### config.mk
export PLATFORM = sky130hd
export DESIGN_NAME = arm_ctrl_fsm
export DESIGN_NICKNAME = d
export VERILOG_FILES = /design/src/rtl/arm_ctrl_fsm_pkg.sv /design/src/rtl/arm_ctrl_fsm_cond_eval.sv /design/src/rtl/arm_ctrl_fsm.sv
export SDC_FILE = /design/constraint.sdc
export NUM_CORES = 1
export LEC_CHECK = 0
export CAP_MARGIN = 20
export CORE_MARGIN = 1
export CORE_UTILIZATION = 60
export CTS_CLUSTER_DIAMETER = 30
export DETAILED_ROUTE_END_ITERATION = 8
export DONT_BUFFER_PORTS = 1
export PLACE_DENSITY = 0.76
export SLEW_MARGIN = 10
export SYNTH_ARGS = -nofsm -noshare
export SYNTH_HDL_FRONTEND = slang
export SYNTH_SLANG_ARGS = --single-unit
### constraint.sdc
create_clock -name clk -period 4.25 [get_ports clk]
set_input_delay 0.425 -clock clk [delete_from_list [all_inputs] [get_ports clk]]
set_output_delay 0.425 -clock clk [all_outputs]
set_load 0.02 [all_outputs]
### src/rtl/arm_ctrl_fsm_pkg.sv
// arm_ctrl_pkg: shared types and constants for the ARM32 multi-cycle control FSM.
//   state_e      - FSM state encoding
//   CNT_W        - latency counter width (covers MEM_LAT up to 15)
//   ALU_*        - ALU operation codes driven on ALU_op
//   OP_*         - special opcodes (NOP, HLT) and the CMP low nibble
//   FLAG_*       - NZCV bit positions inside the CPSR
//   dp_alu_op()  - data-processing opcode[2:0] to ALU operation
package arm_ctrl_pkg;

  typedef enum logic [2:0] {
    S_IDLE,
    S_FETCH,
    S_DECODE,
    S_EXEC,
    S_MEM,
    S_WB,
    S_HALT
  } state_e;

  localparam int unsigned CNT_W = 4;

  localparam logic [2:0] ALU_ADD = 3'd0;
  localparam logic [2:0] ALU_SUB = 3'd1;
  localparam logic [2:0] ALU_AND = 3'd2;
  localparam logic [2:0] ALU_ORR = 3'd3;
  localparam logic [2:0] ALU_XOR = 3'd7;

  localparam int unsigned OP_NOP    = 0;
  localparam int unsigned OP_HLT    = 1;
  localparam logic [3:0]  OP_CMP_LO = 4'b0010;

  localparam int unsigned FLAG_N = 31;
  localparam int unsigned FLAG_Z = 30;
  localparam int unsigned FLAG_C = 29;
  localparam int unsigned FLAG_V = 28;

  function automatic logic [2:0] dp_alu_op(input logic [2:0] fn);
    logic [2:0] op;
    case (fn)
      3'b000:  op = ALU_ADD;
      3'b001:  op = ALU_SUB;
      3'b010:  op = ALU_SUB;  // CMP subtracts, result only feeds the flags
      3'b011:  op = ALU_AND;
      3'b100:  op = ALU_ORR;
      3'b101:  op = ALU_XOR;
      default: op = ALU_ADD;
    endcase
    return op;
  endfunction

endpackage

### src/rtl/arm_ctrl_fsm_cond_eval.sv
// cond_eval: combinational ARM condition-field evaluator.
//   cond [3:0] - ARM condition field (EQ..AL, 1111 = never)
//   nzcv [3:0] - flags, N at bit 3 down to V at bit 0
//   pass       - high when the instruction should execute
module cond_eval (
  input  logic [3:0] cond,
  input  logic [3:0] nzcv,
  output logic       pass
);

  logic n, z, c, v;

  always_comb begin
    n = nzcv[3];
    z = nzcv[2];
    c = nzcv[1];
    v = nzcv[0];
    pass = 1'b0;
    case (cond)
      4'h0: pass = z;                     // EQ
      4'h1: pass = ~z;                    // NE
      4'h2: pass = c;                     // CS
      4'h3: pass = ~c;                    // CC
      4'h4: pass = n;                     // MI
      4'h5: pass = ~n;                    // PL
      4'h6: pass = v;                     // VS
      4'h7: pass = ~v;                    // VC
      4'h8: pass = c & ~z;                // HI
      4'h9: pass = ~c | z;                // LS
      4'hA: pass = (n == v);              // GE
      4'hB: pass = (n != v);              // LT
      4'hC: pass = ~z & (n == v);         // GT
      4'hD: pass = z | (n != v);          // LE
      4'hE: pass = 1'b1;                  // AL
      default: pass = 1'b0;               // 1111 treated as never
    endcase
  end

endmodule

### src/rtl/arm_ctrl_fsm.sv
// arm_ctrl_fsm: multi-cycle control FSM for the ARM32 datapath.
// Sequences IDLE -> FETCH -> DECODE -> EXEC -> [MEM] -> [WB] -> FETCH, HALT on HLT.
//   clk, rst (sync, active high), start
//   opcode, status_reg (CPSR, NZCV in [31:28]), cond
//   waiting                         - high in IDLE/HALT
//   wb_sel                          - 0 = ALU result, 1 = RAM data
//   sel_A, sel_B, sel_shift         - operand muxes
//   w_en, en_A, en_B, en_C, en_S    - register enables
//   status_w_en                     - CPSR flag write
//   ALU_op                          - ALU operation (zero-extended)
//   load_ir, load_pc, clear_pc      - IR/PC control
//   load_addr, sel_addr, ram_w_en   - address register, RAM address source, RAM write
// Outputs decode combinationally from state, counter, opcode and cond.
module arm_ctrl_fsm
  import arm_ctrl_pkg::*;
#(
  parameter int unsigned OPCODE_W = 7,
  parameter int unsigned ALU_OP_W = 3,
  parameter int unsigned MEM_LAT  = 1
) (
  input  logic                clk,
  input  logic                rst,
  input  logic                start,
  input  logic [OPCODE_W-1:0] opcode,
  input  logic [31:0]         status_reg,
  input  logic [3:0]          cond,
  output logic                waiting,
  output logic [1:0]          wb_sel,
  output logic                sel_A,
  output logic                sel_B,
  output logic                sel_shift,
  output logic                w_en,
  output logic                en_A,
  output logic                en_B,
  output logic                en_C,
  output logic                en_S,
  output logic                status_w_en,
  output logic [ALU_OP_W-1:0] ALU_op,
  output logic                load_ir,
  output logic                load_pc,
  output logic                clear_pc,
  output logic                load_addr,
  output logic                sel_addr,
  output logic                ram_w_en
);

  state_e           state_q, state_d;
  logic [CNT_W-1:0] cnt_q, cnt_d;

  logic       cond_pass;
  logic       last_cnt;
  logic       is_nop, is_hlt, is_ls, is_load, is_cmp;
  logic [2:0] alu_op;
  logic       unused_status;

  assign unused_status = ^status_reg[27:0];

  cond_eval u_cond_eval (
    .cond (cond),
    .nzcv ({status_reg[FLAG_N], status_reg[FLAG_Z], status_reg[FLAG_C], status_reg[FLAG_V]}),
    .pass (cond_pass)
  );

  assign last_cnt = (cnt_q == CNT_W'(MEM_LAT - 1));
  assign is_nop   = (opcode == OPCODE_W'(OP_NOP));
  assign is_hlt   = (opcode == OPCODE_W'(OP_HLT));
  assign is_ls    = opcode[6];
  assign is_load  = opcode[6] & opcode[5];
  assign is_cmp   = ~opcode[6] & (opcode[3:0] == OP_CMP_LO);

  // Load/store address arithmetic uses the U bit; data-processing uses the table.
  assign alu_op = is_ls ? (opcode[2] ? ALU_ADD : ALU_SUB) : dp_alu_op(opcode[2:0]);

  always_comb begin
    state_d     = state_q;
    waiting     = 1'b0;
    wb_sel      = '0;
    sel_A       = 1'b0;
    sel_B       = 1'b0;
    sel_shift   = 1'b0;
    w_en        = 1'b0;
    en_A        = 1'b0;
    en_B        = 1'b0;
    en_C        = 1'b0;
    en_S        = 1'b0;
    status_w_en = 1'b0;
    ALU_op      = '0;
    load_ir     = 1'b0;
    load_pc     = 1'b0;
    clear_pc    = 1'b0;
    load_addr   = 1'b0;
    sel_addr    = 1'b0;
    ram_w_en    = 1'b0;

    case (state_q)
      S_IDLE: begin
        waiting  = 1'b1;
        clear_pc = 1'b1;
        if (start) state_d = S_FETCH;
      end
      S_FETCH: begin
        if (last_cnt) begin
          load_ir = 1'b1;
          load_pc = 1'b1;
          state_d = S_DECODE;
        end
      end
      S_DECODE: begin
        if (!cond_pass || is_nop) begin
          state_d = S_FETCH;
        end else if (is_hlt) begin
          state_d = S_HALT;
        end else begin
          en_A      = opcode[3];
          en_B      = opcode[4];
          en_S      = opcode[4];
          sel_shift = opcode[5];
          state_d   = S_EXEC;
        end
      end
      S_EXEC: begin
        sel_A  = ~opcode[3];
        sel_B  = ~opcode[4];
        en_C   = 1'b1;
        ALU_op = ALU_OP_W'(alu_op);
        if (is_ls) begin
          load_addr = 1'b1;
          state_d   = S_MEM;
        end else begin
          status_w_en = is_cmp;
          state_d     = S_WB;
        end
      end
      S_MEM: begin
        sel_addr = 1'b1;
        ram_w_en = ~opcode[5];
        if (last_cnt) state_d = opcode[5] ? S_WB : S_FETCH;
      end
      S_WB: begin
        w_en = ~is_cmp;
        if (is_load) begin
          wb_sel = 2'd1;
        end else begin
          // keep the ALU result stable while C is written back
          sel_A  = ~opcode[3];
          sel_B  = ~opcode[4];
          ALU_op = ALU_OP_W'(alu_op);
        end
        state_d = S_FETCH;
      end
      S_HALT: begin
        waiting = 1'b1;
      end
      default: state_d = S_IDLE;
    endcase
  end

  // Counter restarts on every state change, so entry to FETCH/MEM sees zero.
  always_comb begin
    cnt_d = '0;
    if ((state_d == state_q) && ((state_q == S_FETCH) || (state_q == S_MEM))) begin
      cnt_d = cnt_q + 1'b1;
    end
  end

  always_ff @(posedge clk) begin
    if (rst) begin
      state_q <= S_IDLE;
      cnt_q   <= '0;
    end else begin
      state_q <= state_d;
      cnt_q   <= cnt_d;
    end
  end

endmodule

=== Word-level counts from Yosys, hierarchy flattened ===
Cells that the tools add are included.

* Flip-flop bits (word level): 7
* Output and inout bits: 21
* Word-level logic and storage cells: 101

* Add/sub/neg operators: 1
* Equality and inequality tests: 30
* Multiplexer cells: 41
* Bitwise gates (word level): 16
* Reduce and logical (&&, ||, !) cells: 11

{| class="wikitable"
|+ Operators by type and width
! cell !! number
|-
| $eq 4x4->1 const B || 7
|-
| $mux 1 || 27
|-
| $mux 3 || 8
|-
| $pmux 3 s7 || 1
|-
| $eq 4x3->1 const B || 4
|-
| $eq 3x3->1 const B || 5
|-
| $pmux 1 s15 || 1
|-
| $eq 3x2->1 const B || 4
|-
| $eq 4x2->1 const B || 3
|-
| $pmux 3 s4 || 1
|-
| $not 1->1 || 10
|-
| $logic_not 4->1 || 2
|-
| $eq 7x1->1 const B || 1
|-
| $logic_not 7->1 || 1
|-
| $eq 3x1->1 const B || 2
|-
| $pmux 3 s2 || 1
|-
| $reduce_or 2->1 || 3
|-
| $add 4x1->4 const B || 1
|-
| $and 1x1->1 || 4
|-
| $eq 4x1->1 const B || 1
|-
| $pmux 1 s2 || 2
|-
| $eq 3x3->1 || 1
|-
| $logic_not 3->1 || 1
|-
| $logic_or 1x1->1 || 2
|-
| other kinds (5) || 6
|}

=== Depth between registers and ports, before layout ===
Gate-level depths: netlist (run 1).

* Word-level depth: 11
* Mapped depth: 8

=== By module ===
A second synthesis (run 1) with hierarchy kept.

* Cells, all modules: 114
* Area total of the unflattened synthesis: 845.8 µm²

{| class="wikitable"
|+ By module, submodules not included
! module !! instances !! cells an instance !! area an instance (µm²) !! seq. area each (µm²)
|-
| arm_ctrl_fsm || 1 || 86 || 651.9 || 140.1
|-
| cond_eval || 1 || 28 || 193.9 || 0.0
|}

=== Worst setup path before layout (run 1) ===
Ideal clock, no wire load.

* Path type: input to output
* Start point: input port cond[2]
* End point: output port en_S
* Arrival: 2.138 ns
* Setup slack: 1.687 ns
* Stages on the path: 8
* Buffers on the path: 2
* Path through: buf_6 -> or4b_1 -> a311oi_1 -> a2111oi_1 -> nand3_1 -> o311a_1 -> and2_1 -> buf_4

* Word-level cells in the longest chain between the ends: 6
* Elaborated cells between the ends (all ways): 20
* Classes of those cells: eq/ne (14); mux (3); reduce/logical (3)

{| class="wikitable"
|+ RTL lines
! what !! RTL line !! source
|-
| start, declared || arm_ctrl_fsm.sv:26 || <nowiki>input logic [3:0] cond,</nowiki>
|-
| $eq 4x4->1 (tied with other cells) || arm_ctrl_fsm_cond_eval.sv:19 || <nowiki>case (cond)</nowiki>
|-
| $pmux 1 s15 (*) || arm_ctrl_fsm_cond_eval.sv:19 ||
|-
| $logic_not 1->1 (*) || arm_ctrl_fsm.sv:109 || <nowiki>if (!cond_pass || is_nop) begin</nowiki>
|-
| $logic_or 1x1->1 (*) || arm_ctrl_fsm.sv:109 ||
|-
| $mux 1 (*) (2 in a row) || - ||
|-
| end, declared || arm_ctrl_fsm.sv:36 || <nowiki>output logic en_S,</nowiki>
|}

Every way passes the cells marked *; elsewhere a longest branch is shown, timed or not.

=== Worst setup path after layout (run 1) ===
Ends and elaborated chain as after synthesis.

==> results of run 1 <==
kinds of logic (layout without fill, tap and decap cells):
kind of cell / count (synthesis) / count (layout) / share of synthesized area (%)
buffers and inverters: 18 / 14 / 9.86
flip-flops: 7 / 7 / 16.0
adder cells (fa/ha/maj): 2 / 2 / 2.86
other: 1 / 1 / 0.428
AO/OA/AOI/OAI: 27 / 27 / 23.1
XOR/XNOR: 5 / 5 / 5.00
AND/OR/NAND/NOR: 62 / 62 / 39.3
multiplexers: 3 / 3 / 3.43
Yosys cell counts (all sizes together), types with 4 or more instances:
library cell,instances,area share (%)
nor2,15,6.4
nor3,9,5.1
inv,8,3.4
dfxtp,7,16
nand2,7,3.0
a21oi,6,3.4
buf,5,4.3
clkbuf,5,2.1
nand2b,5,3.6
and2,4,2.9
stage by stage:
step / instance area (um^2) / hold WS (ns) / utilization, % / cells
2_1_floorplan: 876 / 0.453 / - / 125
3_3_place_gp: 853 / 0.474 / 64.0 / 132
3_5_place_dp: 853 / 0.493 / 64.0 / 132
4_1_cts: 880 / 0.252 / 65.9 / 136
5_1_grt: 880 / 0.247 / 65.9 / 136
6_report: 880 / 0.258 / 65.9 / 136
state kept, by name, indices dropped and copies added (netlist names):
register / flops
cnt_q: 4
state_q: 3
area by class of cell:
cell class	instances	area share, %
Multi-Input combinational cell	100	73.8
Sequential cell	7	15.9
Inverter	8	3.41
Clock buffer	4	2.99
Tap cell	15	2.13
Timing Repair Buffer	2	1.71
how the worst max path moves through the flow:
stage,from,endpoint,slack [ns],depth (start not counted)
2_1_floorplan,cond[2],en_S,1.69,8
3_3_place_gp,cond[2],en_S,1.73,6
3_5_place_dp,cond[2],en_S,1.71,6
4_1_cts,cond[2],en_S,1.71,6
5_1_grt,cond[2],en_S,1.58,6
6_report,cond[2],en_S,1.71,6
power groups by stage:
stage / combinational (mW) / sequential [mW] / clock [mW]
detailed placement: 0.0875 / 0.0840 / 0
floorplan: 0.0925 / 0.0745 / 0
global placement: 0.0855 / 0.0833 / 0
CTS: 0.0879 / 0.0826 / 0.0592
finish: 0.0877 / 0.0825 / 0.0571
global route: 0.0964 / 0.0840 / 0.0637
metal layers:
layer	wire, um	track usage (%)
met1	823	27.5
met2	875	37.9
met3	117	6.11
met4	15	5.83
met5	0	0
==> impl.org, run 1 <==
** Run
- The tool flagged a number of max-cap violations equal to 0.

** Layout
- Commonest non-fill, non-tap cell in the layout :: sky130_fd_sc_hd__nor2_1
- Counting the fill cells in the layout gives 129.
- Post-synthesis to final-layout area growth :: 0.429%
- ANT cells :: 0
- Highest-count cells in the layout ignoring fill and taps :: sky130_fd_sc_hd__nor2_1, sky130_fd_sc_hd__nor3_1, sky130_fd_sc_hd__inv_1
- Share of post-route cells with drive strength above 1 :: between 6 and 7%
- In the final layout, flip-flops and latches occupy ~140 um^2.
- Nets :: between 150 and 200
- Multi-input gate area :: roughly 650 um^2

** Clock network
- The number of hold buffers added after CTS was 0.
- After clock tree synthesis, the setup repair step added 0 buffers.
- Buffers inserted during clock tree synthesis total 3.
- Max Buffers Root-to-Sink :: 2
- H-Tree Depth :: 1
- Clock insertion delay at the later pin of the skew report :: around 0.24 ns
- Worst-path clk slew :: about 0.050 ns
- Sinks on the clock net :: 7
- Clock root buffer master :: sky130_fd_sc_hd__clkbuf_4
- TritonCTS built the clock tree.
- Number of gates resized after cts :: 0

** Logic synthesis
- Number of nets produced by synthesis :: about 170
- A synthesized cell averages 7.01 um^2.
- Post-synthesis cell area :: slightly below 900 um^2
- Flip-flop cell with the highest count after synthesis :: sky130_fd_sc_hd__dfxtp_1
- Yosys warnings :: 0
- Number of register bits inferred by synthesis :: 7
- Share of async-settable or async-resettable flops after synthesis :: 0%
- Synthesis produced ~130 cells.
- Unique cell type count in the Yosys netlist :: 49
- Number of synthesized flops with an enable pin :: 0
- Summing the sequential cell areas from Yosys gives between 10% and 20% of the chip area.

** Die
- The floorplan has 13 rows.
- In this run the standard cell core region covers 1330 um^2.
- The floorplan step set the die width to 40.2 um.
- In this run the count of I/O pins placed on the die edge is 67.
- Die Y-Extent :: roughly 40 um
- The die covers ~1600 um^2.
- The initial utilization of the core area, before any placement, comes to between 60% and 70%.

** GRT
- For this run, the total global-route usage over all layers was measured as around 22%.
- Number of antenna violations at the first check in global routing :: 0
- Maximum number of pins on one net before global-route repair :: 15
- Overflow left after global routing :: 0
- Vias in the first global route :: 658
- The first global-routing pass estimated around 2500 um of wire.

** Critical path
- Crit path required time :: between 3 and 4 ns
- CP endpoint kind :: output pin
- Crit-path cells :: or4b_1 -> a311oi_1 -> a2111oi_1 -> nand3_1 -> o311a_1 -> and2_1
- Number of buffer and inverter stages on the critical path :: 0
- Startpoint of the lowest-slack register-to-register path :: cnt_q[0]
- Worst Setup Start Kind :: input port
- Master of the slowest instance on the critical path :: sky130_fd_sc_hd__or4b_1
- For this run, the slowest stage of the critical path takes 0.50 ns.
- Worst-case reg-to-reg path depth :: 8
- The kind of cell with the highest combined delay along the critical path is simple AND/OR/NAND/NOR gates.
- In this run the worst path has a maximum fanout of 9.
- The endpoint identified for the worst register-to-register timing path is cnt_q[1].
- The critical path is of the input port to output pin type.
- Endpoint arrival time on the critical path :: around 2.1 ns
- The worst register-to-register path has a setup slack of about 2.1 ns.

** STA
- The final number of max-transition violations came to 0.
- Slew headroom :: 52.9%
- The final number of hold-violating endpoints was 0.
- Final clock period utilization by the worst path :: between 50% and 60%
- After layout, the minimum clock period comes to approximately 2.5 ns.
- Final setup violation count :: 0
- Slew at the pin closest to its max-slew limit :: roughly 0.7 ns
- Setup total negative slack on the finished layout was measured at 0 ns.
- On the final layout, the worst clock skew is approximately 0.00066 ns.
- Max Clk Rate :: ~390 MHz
- Setup repair after global routing left no endpoint under its margin.
- Final worst-path setup slack :: 1.71 ns

** Min path
- Cell depth of the worst min-delay path :: 1
- The worst hold path terminates at state_q[2].
- In this run the most critical hold path is launched from rst.
- The tightest min-delay check is of the input port to flip-flop type.

** Placement
- Detailed placement finished with a half-perimeter wire length of between 1000 and 1500 um.
- Timing analysis after detailed placement gives a worst setup slack of roughly 1.7 ns.
- The congestion estimate from routability-driven global placement came to slightly above 0.8.
- Number of input and output port buffers inserted :: 0

** Power and ir drop
- Sequential cells burn between 30% and 40% of the power.
- In this run the power density over the cells is 259 nW/um^2.
- VDD sags by at most 0.303 mV.
- P_sw :: 88.1 uW
- Int Power :: 139 uW
- Per report_power, the clock group accounts for 25.1% of the total.
- Combinational cells account for roughly two fifths of the total power.
- Total power after layout :: about 230 uW
- The analysis attributes to cell leakage a power of roughly 0.34 nW.
- In this run switching power makes up 38.7% of total power.

** Detailed routing
- After detailed routing, the number of vias per cell comes to about 6.3.
- Vias after detailed routing :: 860
- DRC violations left :: 0
- Dividing the detail-routed wire length by the instance count gives between 10 and 15 um.
- The detail route stage leaves a number of antenna-violating nets equal to 0.
- Wire length reported by the detailed router :: between 1500 and 2000 um
- Router iterations before antenna repair :: 4
- Violation count after the first detailed-routing iteration :: 22

** Run status
- The flow ran to the end, and the final reports show no timing, DRC or antenna violations.
Note: power is estimated with default switching activity, not from simulation.
==> run 2, diff against run 1 <==
Settings changed: CORE_UTILIZATION 60 to 55, PLACE_DENSITY 0.76 to 0.73.
Clock period 4.25 ns to 2.1 ns, I/O delays scaled along.
==> run 2 against run 1 <==
  * Count of clock-buffer cells in the layout is the same
  * Worst hold slack lost 0.23 ns
  * Critical path depth is the same
  * Critical path type unchanged
==> impl.org, run 2 (synthesis gave the netlist of run 1 again) <==
** Detailed routing
- The top metal layer carrying routed signals was met4 (unchanged).
- The met2 layer wire length in the routed design is 944 um (was 875 um).
- Post-Route M1 WL :: 818 um (was 823 um)
- Post-detailed-route count of antenna-violating nets :: 0 (unchanged)
- The met3 layer wire length in the routed design came to 130 um (was 117 um).
- The per-cell routed wire length came to 13.4 um (was 13.5 um).
- The first-pass detailed-route iteration total was 4 (unchanged).
- The via count is 886 (was 860).
- The number of design rule violations left after detail routing came to 0 (unchanged).
- Violation count after the first detailed-routing iteration :: 18 (was 22)
- The via-per-instance ratio is 6.24 (was 6.32).
- Wire length reported by the detailed router :: 1910 um (was 1830 um)

** Layout
- Highest-count cells in the layout ignoring fill and taps: sky130_fd_sc_hd__nor2_1, sky130_fd_sc_hd__nor3_1, sky130_fd_sc_hd__inv_1 (unchanged).
- Post-synthesis to final-layout area growth :: 6.71% (was 0.429%)
- Largest register by flop count :: cnt_q (unchanged)
- The flip-flop count of the largest register, all copies and words added was 4 (unchanged).
- Commonest non-fill, non-tap cell in the layout :: sky130_fd_sc_hd__nor2_1 (unchanged)
- The final net count came to 175 (was 170).
- Largest registers: cnt_q x4, state_q x3 (unchanged).
- The final cell count without fillers is 142 (was 136).
- Share of post-route cells with drive strength above 1 :: 12.7% (was 6.61%)
- ANT cells :: 0 (unchanged)
- The post-route core utilization came to 62.8% (was 65.9%).
- The final cell area excluding filler cells is 935 um^2 (was 880 um^2).

** STA
- The slew at the pin with the worst max-slew slack was 0.611 ns (was 0.702 ns).
- Max Clock Skew :: 0.00140 ns (was 0.000665 ns)
- Slew headroom :: 59.0% (was 52.9%)
- Post-route minimum period :: 2.01 ns
- The worst hold margin was 0.0309 ns (was 0.258 ns).
- In the finished design, the share of the clock period the worst path needs comes to between 90% and 100%.
- The count of endpoints failing setup in the final report is 0 (unchanged).
- Count of final max-slew check failures :: 0 (unchanged)
- Final hold violation count :: 0 (unchanged)
- Derived from the worst setup path, the maximum achievable clock frequency is roughly 500 MHz.

** Die
- Area of the core :: 1490 um^2 (was 1330 um^2)
- The die area was 1760 um^2 (was 1620 um^2).
- The horizontal die dimension is 41.9 um (was 40.2 um).
- Num rows :: 14 (was 13)
- The starting utilization of the core area is 58.8% (was 65.7%).
- Die Y-Extent :: 41.9 um (was 40.2 um)
- I/O pin count :: 67 (unchanged)

** Power and ir drop
- Worst IR drop on VDD :: 0.394 mV (was 0.303 mV)
- The power density over cell area is 518 nW/um^2 (was 259 nW/um^2).
- The leakage power of the design was 0.373 nW (was 0.341 nW).

** Critical path
- The master of the slowest instance on the critical path was sky130_fd_sc_hd__or4b_1 (unchanged).
- The number of buffers and inverters on the critical path came to 0 (unchanged).
- Largest stage delay, worst path :: 0.50 ns (about the same)
- The sort of element at the end of the critical path is an output pin (unchanged).
- Crit path required time :: 1.89 ns (was 3.83 ns)
- Type of the setup path with the least slack :: input port to output pin (unchanged)
- The kind of cell adding the most delay to the critical path is simple AND/OR/NAND/NOR gates (unchanged).
- The kind of launch point of the worst setup path is an input port (unchanged).
- Maximum net fanout on the critical path :: 9 (unchanged)
- Worst-case reg-to-reg path depth :: 8 (unchanged)
- The number of cells on the critical path was 6 (unchanged).
- The signal arrival time at the worst endpoint was 1.80 ns (was 2.11 ns).
- Crit-path cells: or4b_1 -> a311oi_1 -> a2111oi_2 -> nand3_1 -> o311a_1 -> and2_1 (was or4b_1 -> a311oi_1 -> a2111oi_1 -> nand3_1 -> o311a_1 -> and2_1).

** Placement
- The number of I/O port buffers was 0 (unchanged).
- Cell area after placement :: 892 um^2 (was 853 um^2)
- Post-detailed-placement half-perimeter wirelength :: 1480 um (was 1460 um)
- The weighted congestion at the end of routability-driven global placement is 0.846 (was 0.821).
- The number of cells in the design after placement was 137 (was 132).

** Clock network
- The CTS tree is yes (unchanged).
- Sinks on the clock net :: 7 (unchanged)
- Clock root buffer master :: sky130_fd_sc_hd__clkbuf_4 (unchanged)
- CTS buffer count :: 3 (unchanged)
- Max Buffers Root-to-Sink :: 2 (unchanged)
- Worst-path clk slew :: 0.05 ns (about the same)
- The maximum level of the CTS H-tree was 1 (unchanged).
- Clock insertion delay at the later pin of the skew report :: 0.25 ns (was 0.24 ns)

** GRT
- The overall fraction of global-route tracks in use was 22.1% (was 22.3%).
- First-pass GRT wire length :: 3080 um (was 2480 um)
- Vias in the first global route :: 781 (was 658)
- Number of antenna violations at the first check in global routing :: 0 (unchanged)
- The aggregate global routing overflow is 0 (unchanged).
- The pin count of the biggest net entering global routing was 14 (was 15).

** Min path
- Cell depth of the worst min-delay path :: 1 (unchanged)
- Worst hold path type :: input port to flip-flop (unchanged)

** Run status
- Run status: finished, final reports clean (unchanged).

** Run
- The number of max-cap violations was 0 (unchanged).
## run 2: final cells by class
| type | instances | area (um^2) |
|---|---|---|
| Sequential cell | 7 | 140 |
| Tap cell | 16 | 20.0 |
| Clock buffer | 4 | 26.3 |
| Fill cell | 136 | 554 |
| Multi-Input combinational cell | 100 | 666 |
| Inverter | 8 | 30.0 |
| Timing Repair Buffer | 7 | 52.6 |
## run 2: final timing paths
path,start,endpoint,slack [ns]
setup reg to reg,cnt_q[0],cnt_q[1],0.14
setup / recovery,cond[2],sel_shift,0.09
hold / removal,rst,state_q[2],0.03
hold reg to reg,cnt_q[0],cnt_q[0],0.50
## run 2: worst reg2reg max path: cells and delay by family, from the launching register on
family                   cells  cell delay [ns]
AO/OA/AOI/OAI                3             0.72
AND/OR/NAND/NOR              3             0.62
flip-flops                   1             0.33
buffers and inverters        1             0.06
adder cells (fa/ha/maj)      1             0.15
## run 2: timing repair
item	CTS	global route
setup endpoints to repair	0	7
hold buffers	0	0
resized for setup	0	2
buffers inserted	0	1
## run 2: through the flow
step | power, mW | TNS, ns | setup WS (ns)
after floorplan | 0.340 | 0 | 0.00422
after global placement | 0.357 | 0 | 0.0720
after detailed placement | 0.361 | 0 | 0.0466
after CTS | 0.483 | 0 | 0.0453
after global routing | 0.519 | -0.000342 | -0.000342
final | 0.484 | 0 | 0.0944
## run 2: layer usage
metal / track usage [%] / vias to the layer above
met5: 0 / -
met2: 37.8 / 28
met1: 27.2 / 405
met4: 7.74 / 0
li1: - / 451
met3: 4.35 / 2
## run 2: report_power, final
| group | switching (mW) | internal [mW] |
|---|---|---|
| registers | 0.0145 | 0.142 |
| clock network | 0.0469 | 0.0723 |
| logic | 0.126 | 0.0831 |
==> run 3, diff against run 2 <==
--- a/constraint.sdc
+++ b/constraint.sdc
@@ -3,2 +3,2 @@
 set_output_delay 0.21 -clock clk [all_outputs]
-set_load 0.02 [all_outputs]
+set_load 0.01 [all_outputs]
==> run 3 against run 2 <==
  * Register-to-register slack better by 0.09 ns
  * Worst hold slack got worse by 0.0038 ns
  * Design area down 1.9%
  * Critical path type is now flip-flop to output pin
  * Setup slack improved by 0.0039 ns
  * First-iteration DRC count is 39% lower
  * Highest routed layer unchanged
  * Count of clock-buffer cells in the layout stayed put
  * Combinational power shrank 13%
==> impl.org, run 3 (synthesis gave the netlist of run 1 again) <==
** Run status
- Run status: finished, final reports clean (unchanged).

** STA
- The relative max-transition margin was 61.4% (was 59.0%).
- Post-route minimum period :: 2.00 ns (was 2.01 ns)
- Final clock period utilization by the worst path :: 95.3% (was 95.5%)
- Slew at the pin closest to its max-slew limit :: 0.578 ns (was 0.611 ns)
- RSZ-0062 raised after global routing :: no
- Final hold violation count :: 0 (unchanged)
- The count of endpoints failing setup in the final report came to 0 (unchanged).
- The setup TNS was 0 ns (unchanged).
- Max Clk Rate :: 500 MHz (was 499 MHz)
- Count of final max-slew check failures :: 0 (unchanged)
- Max Clock Skew :: 0.00188 ns (was 0.00140 ns)

** Power and ir drop
- Static leakage :: 0.362 nW (was 0.373 nW)
- The design internal power came to 296 uW (was 297 uW).
- The switching power is 166 uW (was 187 uW).
- Power Dens Cells :: 503 nW/um^2 (was 518 nW/um^2)
- Relative contribution of the clock network to total power :: 26.4% (was 24.6%)
- The worst IR drop on VDD came to 0.325 mV (was 0.394 mV).
- Share of total power consumed by net switching :: 36.0% (was 38.6%)
- Part of the power in registers :: 34.3% (was 32.3%)
- Share of total power in combinational logic :: 39.4% (was 43.1%)

** GRT
- Number of antenna violations at the first check in global routing :: 0 (unchanged)
- The pin count of the biggest net entering global routing was 14 (unchanged).
- Most Used Layer, Global Route :: met2 (unchanged)
- Overflow left after global routing :: 0 (unchanged)
- Vias in the first global route :: 766 (was 781)
- The global routing met2 resource utilization is 37.5% (was 37.8%).
- The overall fraction of global-route tracks in use is 21.8% (was 22.1%).
- The global-route wire length before repair is 2980 um (was 3080 um).
- The met3 usage is 3.91% (was 4.35%).
- Met1 capacity usage during global routing :: 26.1% (was 27.2%)

** Critical path
- The master of the slowest instance on the critical path is sky130_fd_sc_hd__dfxtp_1 (was sky130_fd_sc_hd__or4b_1).
- Crit-path cells: buf_4 -> inv_1 -> nor3_1 -> o311a_1 -> and2_1 (was or4b_1 -> a311oi_1 -> a2111oi_2 -> nand3_1 -> o311a_1 -> and2_1).
- CP endpoint kind :: output pin (unchanged)
- The maximum fanout count along the critical path was 8 (was 9).
- The kind of launch point of the worst setup path is a flip-flop (was input port).
- The signal arrival time at the worst endpoint is 1.79 ns (was 1.80 ns).
- The start-to-end type of the worst setup path is flip-flop to output pin (was input port to output pin).
- Crit path required time :: 1.89 ns (about the same)
- The highest cell delay on the worst timing path came to 0.44 ns (was 0.50 ns).

** Clock network
- Number of gates resized after cts :: 0 (unchanged)
- Clock insertion delay at the later pin of the skew report :: 0.25 ns (about the same)
- The total setup buffers inserted after CTS is 0 (unchanged).
- The clock slew at the register clock pins of the worst setup and hold paths is 0.05 ns (about the same).
- H-Tree Depth :: 1 (unchanged)
- Max Buffers Root-to-Sink :: 2 (unchanged)
- Hold_buf cts :: 0 (unchanged)
- The CTS tree is yes (unchanged).
- The total clock buffers created by CTS is 3 (unchanged).
- The CTS sink count is 7 (unchanged).
- Clock root buffer master :: sky130_fd_sc_hd__clkbuf_4 (unchanged)

** Min path
- The type of the worst min-delay path was input port to flip-flop (unchanged).

** Layout
- Largest registers :: cnt_q x4, state_q x3 (unchanged)
- Nets :: 173 (was 175)
- The area growth from synthesis to layout came to 4.71% (was 6.71%).
- The most common cell after layout, fill and taps aside is sky130_fd_sc_hd__nor2_1 (unchanged).
- The count of fill cells added during filler insertion was 152 (was 136).
- The register with the most flip-flops is cnt_q (unchanged).
- Highest-count cells in the layout ignoring fill and taps :: sky130_fd_sc_hd__nor2_1, sky130_fd_sc_hd__nor3_1, sky130_fd_sc_hd__inv_1 (unchanged)
- The share of final-layout standard cells stronger than drive strength 1 came to 11.3% (was 12.7%).
- The number of antenna repair diodes was 0 (unchanged).
- Design Area, Final :: 917 um^2 (was 935 um^2)
- Flip-flop count of the largest register after layout :: 4 (unchanged)

** Detailed routing
- The first-pass detailed-route iteration total is 4 (unchanged).
- The per-cell routed wire length came to 13.4 um (about the same).
- The count of antenna-violating nets left after detailed routing came to 0 (unchanged).
- The via count is 876 (was 886).
- The final wirelength was 1870 um (was 1910 um).
- The starting DRC count in detailed routing was 11 (was 18).
- DRC violations left :: 0 (unchanged)
- Average vias per placed instance :: 6.26 (was 6.24)

** Placement
- Global placement routability congestion :: 0.820 (was 0.846)
- The number of I/O port buffers was 0 (unchanged).
- The placed instance area came to 877 um^2 (was 892 um^2).
- The detailed placer's ending HPWL is 1500 um (was 1480 um).

** Run
- The number of max-cap violations was 0 (unchanged).

** Die
- The area inside the core boundary came to 1490 um^2 (unchanged).
- Die Span X :: 41.9 um (unchanged)
- Starting density of the core :: 58.8% (unchanged)
- Die Y-Extent :: 41.9 um (unchanged)
- Num rows :: 14 (unchanged)
- Die area :: 1760 um^2 (unchanged)
- The number of top-level design ports was 67 (unchanged).
-- run 3: changes by cell type in the layout (fill, tap and decap cells not counted) --
cell                        change
sky130_fd_sc_hd__buf_4          -2
sky130_fd_sc_hd__a2111oi_0      +1
sky130_fd_sc_hd__and2_4         -1
sky130_fd_sc_hd__dfxtp_1        -1
sky130_fd_sc_hd__nor3b_1        -1
sky130_fd_sc_hd__dfxtp_2        +1
sky130_fd_sc_hd__and2_1         +1
sky130_fd_sc_hd__a2111oi_2      -1
sky130_fd_sc_hd__nor3b_2        +1
-- run 3: per-stage QoR --
step	cells	hold WS [ns]	worst slack (ns)	power [mW]	utilization (%)
floorplan	125	0.288	0.0590	0.315	-
finish	140	0.0271	0.0983	0.461	61.6
CTS	140	0.0161	0.0351	0.463	60.7
global route	140	0.0276	0.0257	0.495	61.6
global placement	136	0.290	0.114	0.331	58.9
detailed placement	136	0.292	0.0673	0.335	58.9
-- run 3: final cells by class --
cell class	count	area, um^2	area share (%)
clock buffer	4	26.3	2.86
timing repair buffer	5	37.5	4.09
sequential	7	141	15.4
tap	16	20.0	2.18
multi-input combinational	100	662	72.2
inverter	8	30.0	3.27
-- run 3: final timing paths --
check        cells after the start  slack [ns]       start    endpoint
min                              1        0.03         rst  state_q[2]
max reg2reg                      8        0.23    cnt_q[0]    cnt_q[2]
min reg2reg                      1        0.49    cnt_q[0]    cnt_q[0]
max                              5         0.1  state_q[1]        en_S
-- run 3: power groups by stage --
stage	Clock (mW)	Sequential (mW)	Combinational, mW
final	0.122	0.158	0.182
after global routing	0.133	0.160	0.202
after CTS	0.130	0.157	0.176
after detailed placement	0	0.160	0.176
after global placement	0	0.159	0.172
after floorplan	0	0.151	0.164
-- run 3: worst max-delay path, delay by kind of cell (launching register included) --
kind	cells	cell delay [ns]
AND/OR/NAND/NOR	2	0.53
flip-flops	1	0.44
AO/OA/AOI/OAI	1	0.29
buffers and inverters	2	0.27
-- run 3: metal layers --
metal	vias up	share of wire, %	wire, um
li1	443	-	-
met1	403	46	856
met2	27	48	894
met3	3	4.8	90
met4	0	1.4	27
met5	-	0	0
